## src/rtl/uart_pkg.sv

```systemverilog
// uart_pkg: shared definitions for the UART transmit path.
//   - Default byte width and line settings shared with uart_tx/uart_rx.
//   - State encoding for the uart_tx_sched scheduler FSM.
package uart_pkg;

    localparam int UART_N    = 8;
    localparam int BAUD_RATE = 115200;
    localparam int CLK_FREQ  = 50_000_000;

    typedef enum logic [2:0] {
        ST_IDLE    = 3'd0,
        ST_SEND    = 3'd1,
        ST_START   = 3'd2,
        ST_WAIT_HI = 3'd3,
        ST_WAIT_LO = 3'd4
    } sched_state_t;

endpackage

```

## src/rtl/rr_arbiter.sv

```systemverilog
// rr_arbiter: combinational round-robin pick.
// Searches req upward from ptr with wrap and returns the first set bit.
//   req   in  NREQ  request vector
//   ptr   in  PW    highest-priority index
//   gnt   out NREQ  one-hot winner (all zero when no request)
//   idx   out PW    index of the winner
//   valid out 1     any request present
module rr_arbiter #(
    parameter  int NREQ = 2,
    localparam int PW   = (NREQ > 2) ? 2 : 1
) (
    input  logic [NREQ-1:0] req,
    input  logic [PW-1:0]   ptr,
    output logic [NREQ-1:0] gnt,
    output logic [PW-1:0]   idx,
    output logic            valid
);

    int unsigned   c;
    logic [PW-1:0] ci;

    always_comb begin
        gnt   = '0;
        idx   = '0;
        valid = 1'b0;
        c     = 0;
        ci    = '0;
        for (int unsigned k = 0; k < NREQ; k++) begin
            c  = (32'(ptr) + k) % NREQ;
            ci = c[PW-1:0];
            if (!valid && req[ci]) begin
                gnt[ci] = 1'b1;
                idx     = ci;
                valid   = 1'b1;
            end
        end
    end

endmodule

```

## src/rtl/uart_tx_sched.sv

```systemverilog
// uart_tx_sched: round-robin scheduler sharing one uart_tx between NREQ
// byte-stream requesters. A requester owns the transmitter for a whole
// packet (bytes up to and including one flagged last); each byte is issued
// as a one-cycle start_tx pulse and then tracked through tx_busy.
//   clk        in   system clock
//   reset      in   asynchronous active-high reset
//   req_valid  in   NREQ    per-requester byte valid
//   req_data   in   NREQ*N  per-requester byte, requester i at [i*N +: N]
//   req_last   in   NREQ    last byte of packet, qualified by req_valid
//   req_ready  out  NREQ    byte accept (combinational)
//   grant      out  NREQ    one-hot current owner
//   start_tx   out  1       start pulse to uart_tx
//   data_in    out  N       byte to uart_tx
//   tx_busy    in   1       busy from uart_tx
//   sched_busy out  1       scheduler not idle
module uart_tx_sched
    import uart_pkg::*;
#(
    parameter  int N       = UART_N,
    parameter  int NREQ    = 2,
    parameter  int BUSY_TO = 4,
    parameter  int HOLD_TO = 65535,
    localparam int PW      = (NREQ > 2) ? 2 : 1
) (
    input  logic            clk,
    input  logic            reset,
    input  logic [NREQ-1:0] req_valid,
    input  logic [NREQ*N-1:0] req_data,
    input  logic [NREQ-1:0] req_last,
    output logic [NREQ-1:0] req_ready,
    output logic [NREQ-1:0] grant,
    output logic            start_tx,
    output logic [N-1:0]    data_in,
    input  logic            tx_busy,
    output logic            sched_busy
);

    localparam logic [15:0] HOLD_LAST = 16'(HOLD_TO - 1);
    localparam logic [15:0] BUSY_LAST = 16'(BUSY_TO - 1);

    sched_state_t    state, state_n;
    logic [PW-1:0]   ptr, ptr_n;
    logic [PW-1:0]   gidx, gidx_n, gidx_inc;
    logic [NREQ-1:0] grant_n;
    logic            last_r, last_n;
    logic [N-1:0]    data_n;
    logic [15:0]     hold_cnt, hold_n;
    logic [15:0]     busy_cnt, busy_n;

    logic [NREQ-1:0] arb_gnt;
    logic [PW-1:0]   arb_idx;
    logic            arb_valid;

    logic            sel_valid, sel_last;
    logic [N-1:0]    sel_data;

    rr_arbiter #(.NREQ(NREQ)) u_arb (
        .req   (req_valid),
        .ptr   (ptr),
        .gnt   (arb_gnt),
        .idx   (arb_idx),
        .valid (arb_valid)
    );

    // Inputs of the current owner.
    always_comb begin
        sel_valid = 1'b0;
        sel_last  = 1'b0;
        sel_data  = '0;
        for (int unsigned i = 0; i < NREQ; i++) begin
            if (gidx == PW'(i)) begin
                sel_valid = req_valid[i];
                sel_last  = req_last[i];
                sel_data  = req_data[i*N +: N];
            end
        end
    end

    assign gidx_inc  = (gidx == PW'(NREQ - 1)) ? '0 : gidx + 1'b1;
    assign req_ready = (state == ST_SEND) ? grant : '0;

    always_comb begin
        state_n = state;
        ptr_n   = ptr;
        gidx_n  = gidx;
        grant_n = grant;
        last_n  = last_r;
        data_n  = data_in;
        hold_n  = hold_cnt;
        busy_n  = busy_cnt;
        case (state)
            ST_IDLE: begin
                if (arb_valid) begin
                    grant_n = arb_gnt;
                    gidx_n  = arb_idx;
                    hold_n  = '0;
                    state_n = ST_SEND;
                end
            end
            ST_SEND: begin
                if (sel_valid) begin
                    data_n  = sel_data;
                    last_n  = sel_last;
                    hold_n  = '0;
                    state_n = ST_START;
                end else if (hold_cnt == HOLD_LAST) begin
                    grant_n = '0;
                    ptr_n   = gidx_inc;
                    hold_n  = '0;
                    state_n = ST_IDLE;
                end else begin
                    hold_n = hold_cnt + 16'd1;
                end
            end
            ST_START: begin
                busy_n  = '0;
                state_n = ST_WAIT_HI;
            end
            ST_WAIT_HI: begin
                // Timeout compares the incremented count, so WAIT_LO is
                // entered BUSY_TO cycles after the start_tx pulse.
                if (tx_busy || (busy_cnt + 16'd1 == BUSY_LAST)) begin
                    state_n = ST_WAIT_LO;
                end else begin
                    busy_n = busy_cnt + 16'd1;
                end
            end
            ST_WAIT_LO: begin
                if (!tx_busy) begin
                    if (last_r) begin
                        grant_n = '0;
                        ptr_n   = gidx_inc;
                        state_n = ST_IDLE;
                    end else begin
                        state_n = ST_SEND;
                    end
                end
            end
            default: begin
                grant_n = '0;
                state_n = ST_IDLE;
            end
        endcase
    end

    always_ff @(posedge clk or posedge reset) begin
        if (reset) begin
            state      <= ST_IDLE;
            ptr        <= '0;
            gidx       <= '0;
            grant      <= '0;
            last_r     <= 1'b0;
            data_in    <= '0;
            hold_cnt   <= '0;
            busy_cnt   <= '0;
            start_tx   <= 1'b0;
            sched_busy <= 1'b0;
        end else begin
            state      <= state_n;
            ptr        <= ptr_n;
            gidx       <= gidx_n;
            grant      <= grant_n;
            last_r     <= last_n;
            data_in    <= data_n;
            hold_cnt   <= hold_n;
            busy_cnt   <= busy_n;
            start_tx   <= (state_n == ST_START);
            sched_busy <= (state_n != ST_IDLE);
        end
    end

endmodule

```

## config.mk

```make
export PLATFORM = sky130hd
export DESIGN_NAME = uart_tx_sched
export DESIGN_NICKNAME = d
export VERILOG_FILES = /design/src/rtl/uart_pkg.sv /design/src/rtl/rr_arbiter.sv /design/src/rtl/uart_tx_sched.sv
export SDC_FILE = /design/constraint.sdc
export NUM_CORES = 1
export LEC_CHECK = 0
export ABC_AREA = 1
export BUFFER_PORTS_ARGS = -buffer_cell sky130_fd_sc_hd__clkbuf_2
export CAP_MARGIN = 40
export CORE_ASPECT_RATIO = 0.6
export CORE_UTILIZATION = 40
export CTS_CLUSTER_DIAMETER = 60
export CTS_CLUSTER_SIZE = 28
export DETAILED_ROUTE_END_ITERATION = 8
export PLACE_DENSITY = 0.63
export SKIP_CTS_REPAIR_TIMING = 1
export SLEW_MARGIN = 20
export SYNTH_ARGS = -nofsm -noshare
export SYNTH_HDL_FRONTEND = slang
export SYNTH_SLANG_ARGS = --single-unit
```

## constraint.sdc

```tcl
create_clock -name clk -period 2.4 [get_ports clk]
set_input_delay 0.24 -clock clk [delete_from_list [all_inputs] [get_ports clk]]
set_output_delay 0.24 -clock clk [all_outputs]
set_load 0.02 [all_outputs]
```

=== After elaboration in Yosys (flattened, before gate mapping) ===
Index checks and enable logic that the tools add are counted.

* Eq/ne operators: 13
* $lt $le $gt $ge: 4
* Bitwise logic cells: 2
* Add/sub/neg operators: 4
* Muxes and demuxes: 43
* Reduce and logical (&&, ||, !) cells: 17

{| class="wikitable"
|+ Operators with widths
! cell !! number
|-
| $mux W16 || 4
|-
| $pmux W16 S2 || 2
|-
| $add A16 B1 Y16 const B || 2
|-
| $mux W1 || 18
|-
| $eq A16 B16 Y1 const B || 1
|-
| $eq A16 B2 Y1 const B || 1
|-
| $mux W2 || 8
|-
| $mux W3 || 5
|-
| $pmux W3 S5 || 1
|-
| $ne A2 B2 Y1 const B || 5
|-
| $eq A3 B2 Y1 const B || 3
|-
| $mux W8 || 1
|-
| $pmux W2 S4 || 1
|-
| $reduce_and A2 Y1 || 4
|-
| $reduce_and A6 Y1 || 1
|-
| $reduce_bool A2 Y1 || 3
|-
| $reduce_and A5 Y1 || 1
|-
| $lt A1 B2 Y1 const B || 2
|-
| $eq A3 B1 Y1 const B || 1
|-
| $eq A3 B3 Y1 const B || 1
|-
| $logic_and A1 B1 Y1 || 3
|-
| $logic_not A3 Y1 || 1
|-
| $reduce_bool A3 Y1 || 1
|-
| $add A1 B1 Y1 const B || 2
|-
| 9 further kinds || 11
|}

* Bits of input ports: 23
* Word-level logic and storage cells: 93
* Register bits: 50

=== Depth between registers and ports, before layout ===
Gate-level depths: netlist of the first run.

* Depth after elaboration: 9
* Mapped depth: 17
* Gate-level depth less buffers: 16

=== Modules after synthesis ===
Synthesis of the first run repeated with hierarchy kept, for this count alone.

* Cell total of the unflattened synthesis: 405
* Area, all modules: 2934.1 µm²

{| class="wikitable"
|+ By module, submodules not included
! module !! area each (µm²) !! cells each !! instances
|-
| uart_tx_sched || 2879.0 || 391 || 1
|-
| rr_arbiter || 55.1 || 14 || 1
|}

=== Worst setup path before layout of the first run ===
Ideal clock, no wire load.

* Path type: register to register
* From: register busy_cnt[1]
* To: register busy_cnt[10]
* Period minus slack after synthesis: 1.890 ns
* Required time: 2.283 ns
* Setup slack: 0.510 ns
* Cell stages (with the launch flop): 14
* Path buffers: 1
* Arrival time: 1.772 ns
* Setup time: 0.117 ns
* Cell sequence: dfrtp_1 ha_1 nand2_1 nor2_1 nand3_1 xor2_1 nand2_1 nor2_1 nand2_2 nand3_2 nand2_4 buf_8 nand3_1 nand2_1

* Longest elaborated chain between the ends: 5
* Elaborated cells between the ends (all ways): 7
* Those cells by class: add/sub: 1; eq/ne: 2; mux: 2; reduce/logical: 2

{| class="wikitable"
|+ Ends and longest elaborated chain
! item !! line !! text
|-
| from (decl) || uart_tx_sched.sv:48 || <nowiki>logic [15:0] busy_cnt, busy_n;</nowiki>
|-
| from (signal assigned) || uart_tx_sched.sv:166 || <nowiki>busy_cnt <= busy_n;</nowiki>
|-
| $add A16 B1 Y16 (*) || uart_tx_sched.sv:122, uart_tx_sched.sv:125 ||
|-
| $eq A16 B2 Y1 || uart_tx_sched.sv:122 || <nowiki>if (tx_busy || (busy_cnt + 16'd1 == BUSY_LAST)) begin</nowiki>
|-
| $logic_or A1 B1 Y1 || uart_tx_sched.sv:122 ||
|-
| $ne A2 B2 Y1 (no line) || -- ||
|-
| $reduce_and A2 Y1 (no line) || -- ||
|}

Mark *: on every way between the ends. The rest lies on a longest branch, timed or not. The select of a mux whose other input is x is not followed.
A chain may end at the register's enable or synchronous reset.

=== Final worst setup path of the first run ===
* From: register busy_cnt[1]
* To: register busy_cnt[0]

* Longest elaborated chain between the ends: 5

{| class="wikitable"
|+ Ends and longest elaborated chain
! item !! line
|-
| $add A16 B1 Y16 || uart_tx_sched.sv:122
|-
| $eq A16 B2 Y1 || uart_tx_sched.sv:122
|-
| $logic_or A1 B1 Y1 || uart_tx_sched.sv:122
|-
| $ne A2 B2 Y1 (no line) || --
|-
| $reduce_and A2 Y1 (no line) || --
|}

Every way passes these cells.

==> results of run 1 <==
kinds of logic after synthesis:
logic type	share of synthesized area
simple gates	0.334
buf+inv	0.0860
compound gates	0.101
flops	0.428
xor+xnor	0.0299
fa+ha+maj	0.0171
mux	0.00342
flip-flops by register name, indices dropped and copies added (netlist names):
name        cells
busy_cnt       16
last_r          1
start_tx        1
data_in         8
ptr             1
hold_cnt       16
gidx            1
state           3
sched_busy      1
grant           2
synthesized netlist by cell type, types with 2 or more instances:
| library cell | number | area, sq um |
|---|---|---|
| dfrtp_1 | 50 | 1250 |
| nor2_1 | 35 | 131 |
| inv_1 | 53 | 199 |
| nand2_1 | 113 | 424 |
| nand2_4 | 2 | 22.5 |
| nand3_1 | 23 | 115 |
| nand4_1 | 8 | 50.1 |
| nor2_4 | 4 | 45.0 |
| nor3_1 | 4 | 20.0 |
| or2_2 | 2 | 12.5 |
| a21oi_1 | 10 | 50.1 |
| o22ai_1 | 7 | 43.8 |
| ha_1 | 4 | 50.1 |
| nor3_2 | 2 | 20.0 |
| o21ai_0 | 31 | 155 |
| xor2_1 | 7 | 61.3 |
| nand2_2 | 7 | 43.8 |
| nor3b_1 | 2 | 15.0 |
| nor2_2 | 3 | 18.8 |
| nor4_1 | 2 | 12.5 |
| xnor2_1 | 3 | 26.3 |
| nand3_2 | 4 | 40.0 |
| clkbuf_1 | 5 | 18.8 |
area by class of cell:
| type | instances | area, sq um | area share |
|---|---|---|---|
| Clock buffer | 7 | 133 | 0.0392 |
| Sequential cell | 50 | 1250 | 0.370 |
| Timing Repair Buffer | 43 | 235 | 0.0696 |
| Multi-Input combinational cell | 281 | 1420 | 0.421 |
| Clock inverter | 1 | 30.0 | 0.00889 |
| Inverter | 53 | 199 | 0.0589 |
| Tap cell | 87 | 109 | 0.0322 |
routing by layer:
layer  up-vias  wire length, um
met5         -                0
li1       1335                -
met2        62             2480
met4         0               43
met3         4              373
met1      1131             3600
worst reg2reg max path: cells and delay by family, from the launching register on:
family	cells	cell delay, ns
AOI/OAI and AO/OA	1	0.21
DFF	1	0.46
xor gates and xnor gates	1	0.15
and+or+nand+nor	9	1.00
adders and majority gates	1	0.29
power groups by stage:
stage,clock (mW),sequential [mW],combinational (mW)
floorplan,0,1.26,0.837
global placement,0,1.19,1.22
detailed placement,0,1.20,1.24
CTS,0.815,1.18,1.24
global route,0.851,1.21,1.38
finish,0.805,1.18,1.24
final timing paths:
path | end | startpoint
max | busy_cnt[0]$_DFFE_PP0P_ | busy_cnt[1]$_DFFE_PP0P_
min | grant[0]$_DFFE_PP0P_ | req_valid[0]
max reg2reg | busy_cnt[0]$_DFFE_PP0P_ | busy_cnt[1]$_DFFE_PP0P_
min reg2reg | data_in[1]$_DFFE_PP0P_ | data_in[1]$_DFFE_PP0P_
max in group asynchronous | hold_cnt[13]$_DFFE_PP0P_ | reset
min in group asynchronous | busy_cnt[9]$_DFFE_PP0P_ | reset
==> flow_summary.ini, run 1 <==
[outcome]
status = completed

[finish]
fin_area_sq_mm = 0.00338
drive_gt1_frac = 0.170
nNetsFinal = 461
syn2layout_area_growth_pct = 15.5
final_cell_mix = 113 x nand2_1, 52 x inv_1, 50 x dfrtp_1
diodes = 0
instances_no_fill = 522
final_common_cell = nand2_1
fin_util = 0.491
n_fill_cell = 677

[clocking]
clockRootBuffer = clkbuf_16
cts_tree = built
clk_pin_slew_worst_paths_ns = 0.07
clock_sinks = 50
clockBufferDepth = 2
cts_max_level = 2
clock_latency_ns = 0.29
cts_buffers = 5

[synth]
synth_cell_types = 34
ys_seq_area_frac = 0.428
synth-async-reset-ratio = 1.00
syn-cell-area_sq_mm = 0.00293
syn_inst = 392
ys_warn_count = 0
avgSynthCellArea_sq_um = 7.46
synth_edf_count = 0
synth_ff_type = dfrtp_1
synth-seq-cells = 50
synth_fp_nets = 419

[setup_path]
cpMostUsedCell = nand2_1
critPathArrivalTime_ns = 2.39
cp_num_buf_inv = 0
r2r_slack_ns = 0.21
slowest_stage = dfrtp_1
worst_setup_path_start_kind = register
path_delay_family = simple AND/OR/NAND/NOR gates
worstPathRequired_ns = 2.60
crit_chain = ha_1 > nand2_1 > nor2_1 > nand2_1 > xnor2_1 > nor2_1 > nand2_1 > nor2_2 > nand2_2 > nand3_2 > nand2_4 > o21ai_0
path_class = reg2reg
cp_num_cells = 12
cp-end-kind = register
crit_path_max_incr_delay_ns = 0.46
ff2ff_path_depth = 12
cp_max_fo = 19

[power_and_ir_drop]
switching_share = 0.406
p_int_mw = 1.91
clkPwrFrac = 0.250
p_leak_nw = 1.63
power-per-cell-area_mw_per_mm2 = 954
p_seq_frac = 0.367
power_mw = 3.22
p_switching_mw = 1.31
ir_drop_mv = 0.459
comb_power_share = 0.383

[drt]
wirelength_um = 6490
dr.pass1.iters = 4
num_vias = 2532
drc = 0
drtIter0Drc = 142
ant_nets = 0
viasPerCell = 4.85
routedWlPerCell_um = 12.4

[timing]
period_needed_ns = 2.19
fmax_mhz = 456
fin_crit_sh = 0.915
hold_viol = 0
fin_ws_ns = 0.205
fin_tns_setup_ns = 0
holdWs_ns = 0.252
setup_viol = 0
rsz0062_at_grt = false
slew_headroom = 0.618
skew_ns = 0.0105
worstMarginPinSlew_ns = 0.573
drv_slew = 0

[global_routing]
antenna_found_initial = 0
grt-busiest-layer = met2
grt_pass1_wl_um = 11300
met2_usage = 0.286
track_usage = 0.191
grt.overflow.total = 0
use_met1 = 0.280
grt_pass1_vias = 2382
use_met3 = 0.0461
grt_max_degree = 23

[place]
port_buffers = 36
globalplace.congestion = 0.886
place_area_sq_mm = 0.00321
dp_cells = 513
dp_hpwl_um = 5010
dpl_worst_slack_ns = 0.228

[floorplan]
rows = 23
dieWidth_um = 112
dieArea_sq_mm = 0.00767
ios = 37
start_util = 0.425
dieHeight_um = 68.2
core_area_sq_mm = 0.00688

[hold_path]
hold_path.class = in2reg
hold_path_depth = 3

[run]
maxCapViolations = 0
Note: power is estimated with default switching activity, not from simulation.
==> run 2, diff against run 1 <==
clock period = 2.1 ns   (was 2.4 ns; I/O delays follow)
==> flow_summary.ini, run 2 (synthesis results as in run 1) <==
[clocking]
clk_pin_slew_worst_paths_ns = 0.06
cts_buffers = 5
cts_max_level = 2
cts_tree = built
clockRootBuffer = clkbuf_16
clock_sinks = 50
clock_latency_ns = 0.29
clockBufferDepth = 2

[timing]
fin_ws_ns = 0.129
slew_headroom = 0.680
holdWs_ns = 0.228
drv_slew = 0
setup_viol = 0
hold_viol = 0
rsz0062_at_grt = true
worstMarginPinSlew_ns = 0.479
fin_crit_sh = 0.939
period_needed_ns = 1.97
fmax_mhz = 507
skew_ns = 0.00394
fin_tns_setup_ns = 0

[power_and_ir_drop]
comb_power_share = 0.427
p_leak_nw = 1.66
p_switching_mw = 1.58
p_seq_frac = 0.343
clkPwrFrac = 0.230
p_int_mw = 2.25
switching_share = 0.412
ir_drop_mv = 0.553
power-per-cell-area_mw_per_mm2 = 1090
power_mw = 3.83

[drt]
viasPerCell = 4.97
dr.pass1.iters = 4
ant_nets = 0
drc = 0
wirelength_um = 6750
routedWlPerCell_um = 12.8
num_vias = 2629
drtIter0Drc = 178

[global_routing]
grt.overflow.total = 0
grt_pass1_wl_um = 11400
antenna_found_initial = 0
grt_max_degree = 23
track_usage = 0.194
grt_pass1_vias = 2416

[finish]
nNetsFinal = 468
final_common_cell = nand2_1
diodes = 0
reg_top3 = busy_cnt: 16 flops, hold_cnt: 16 flops, data_in: 8 flops
fin_util = 0.512
final_cell_mix = 113 x nand2_1, 51 x inv_1, 46 x dfrtp_1
syn2layout_area_growth_pct = 20.5
n_fill_cell = 654
drive_gt1_frac = 0.222
instances_no_fill = 529
fin_area_sq_mm = 0.00352

[floorplan]
ios = 37
dieArea_sq_mm = 0.00767
dieWidth_um = 112
dieHeight_um = 68.2
rows = 23
start_util = 0.425
core_area_sq_mm = 0.00688

[place]
place_area_sq_mm = 0.00324
dpl_worst_slack_ns = 0.0265
dp_hpwl_um = 4940
dp_cells = 518
port_buffers = 36
globalplace.congestion = 0.862

[hold_path]
hold_path.class = in2reg

[setup_path]
critPathArrivalTime_ns = 2.15
worstPathRequired_ns = 2.28
cp_max_fo = 9
worst_setup_path_start_kind = register
path_class = reg2reg
cp-end-kind = register

[outcome]
status = completed

[run]
maxCapViolations = 0
==> run 2: layout make-up <==
cell class                 count  area [sq um]  share of cell area
multi-input combinational    282          1510               0.430
sequential                    50          1260               0.356
timing repair buffer          49           280              0.0795
inverter                      53           199              0.0564
clock buffer                   8           166              0.0472
tap                           87           109              0.0309
==> run 2: critical path, cell delays in order, from the launching register on <==
cell and delay [ns]:
dfrtp_1 0.40, buf_4 0.17, nand2_2 0.07, nor2_4 0.14, nand3_2 0.14, nand2_1 0.11, nand2_1 0.06, nor2_2 0.09
nand2_1 0.08, nor2_2 0.09, nand2_2 0.08, nand3_4 0.12, nand2_4 0.13, nand2_1 0.12, o21ai_2 0.05
==> run 2: metal layers <==
metal / vias to the layer above / part of all wire / wire (um) / track usage
met3: 9 / 0.056 / 379 / 0.0452
met2: 66 / 0.38 / 2600 / 0.286
met4: 0 / 0.013 / 91 / 0.0583
met1: 1200 / 0.55 / 3690 / 0.282
li1: 1354 / - / - / -
met5: - / 0 / 0 / 0
==> run 2: worst paths after layout <==
| kind | start | to | slack, ns | depth (start not counted) |
|---|---|---|---|---|
| worst max-delay path | busy_cnt[1]$_DFFE_PP0P_ | busy_cnt[11]$_DFFE_PP0P_ | 0.13 | 14 |
| worst min-delay path | req_data[3] | data_in[3]$_DFFE_PP0P_ | 0.23 | 3 |
| worst max register to register | busy_cnt[1]$_DFFE_PP0P_ | busy_cnt[11]$_DFFE_PP0P_ | 0.13 | 14 |
| worst min register to register | data_in[0]$_DFFE_PP0P_ | data_in[0]$_DFFE_PP0P_ | 0.49 | 2 |
| max in group asynchronous | reset | data_in[0]$_DFFE_PP0P_ | 1.01 | 4 |
| min in group asynchronous | reset | busy_cnt[9]$_DFFE_PP0P_ | 0.47 | 3 |
==> run 2: power groups by stage <==
stage,logic (mW),clock network [mW],registers [mW]
3_3_place_gp,1.51,0,1.31
4_1_cts,1.54,0.902,1.30
5_1_grt,1.84,0.941,1.34
3_5_place_dp,1.53,0,1.31
2_1_floorplan,0.957,0,1.44
6_report,1.64,0.880,1.31
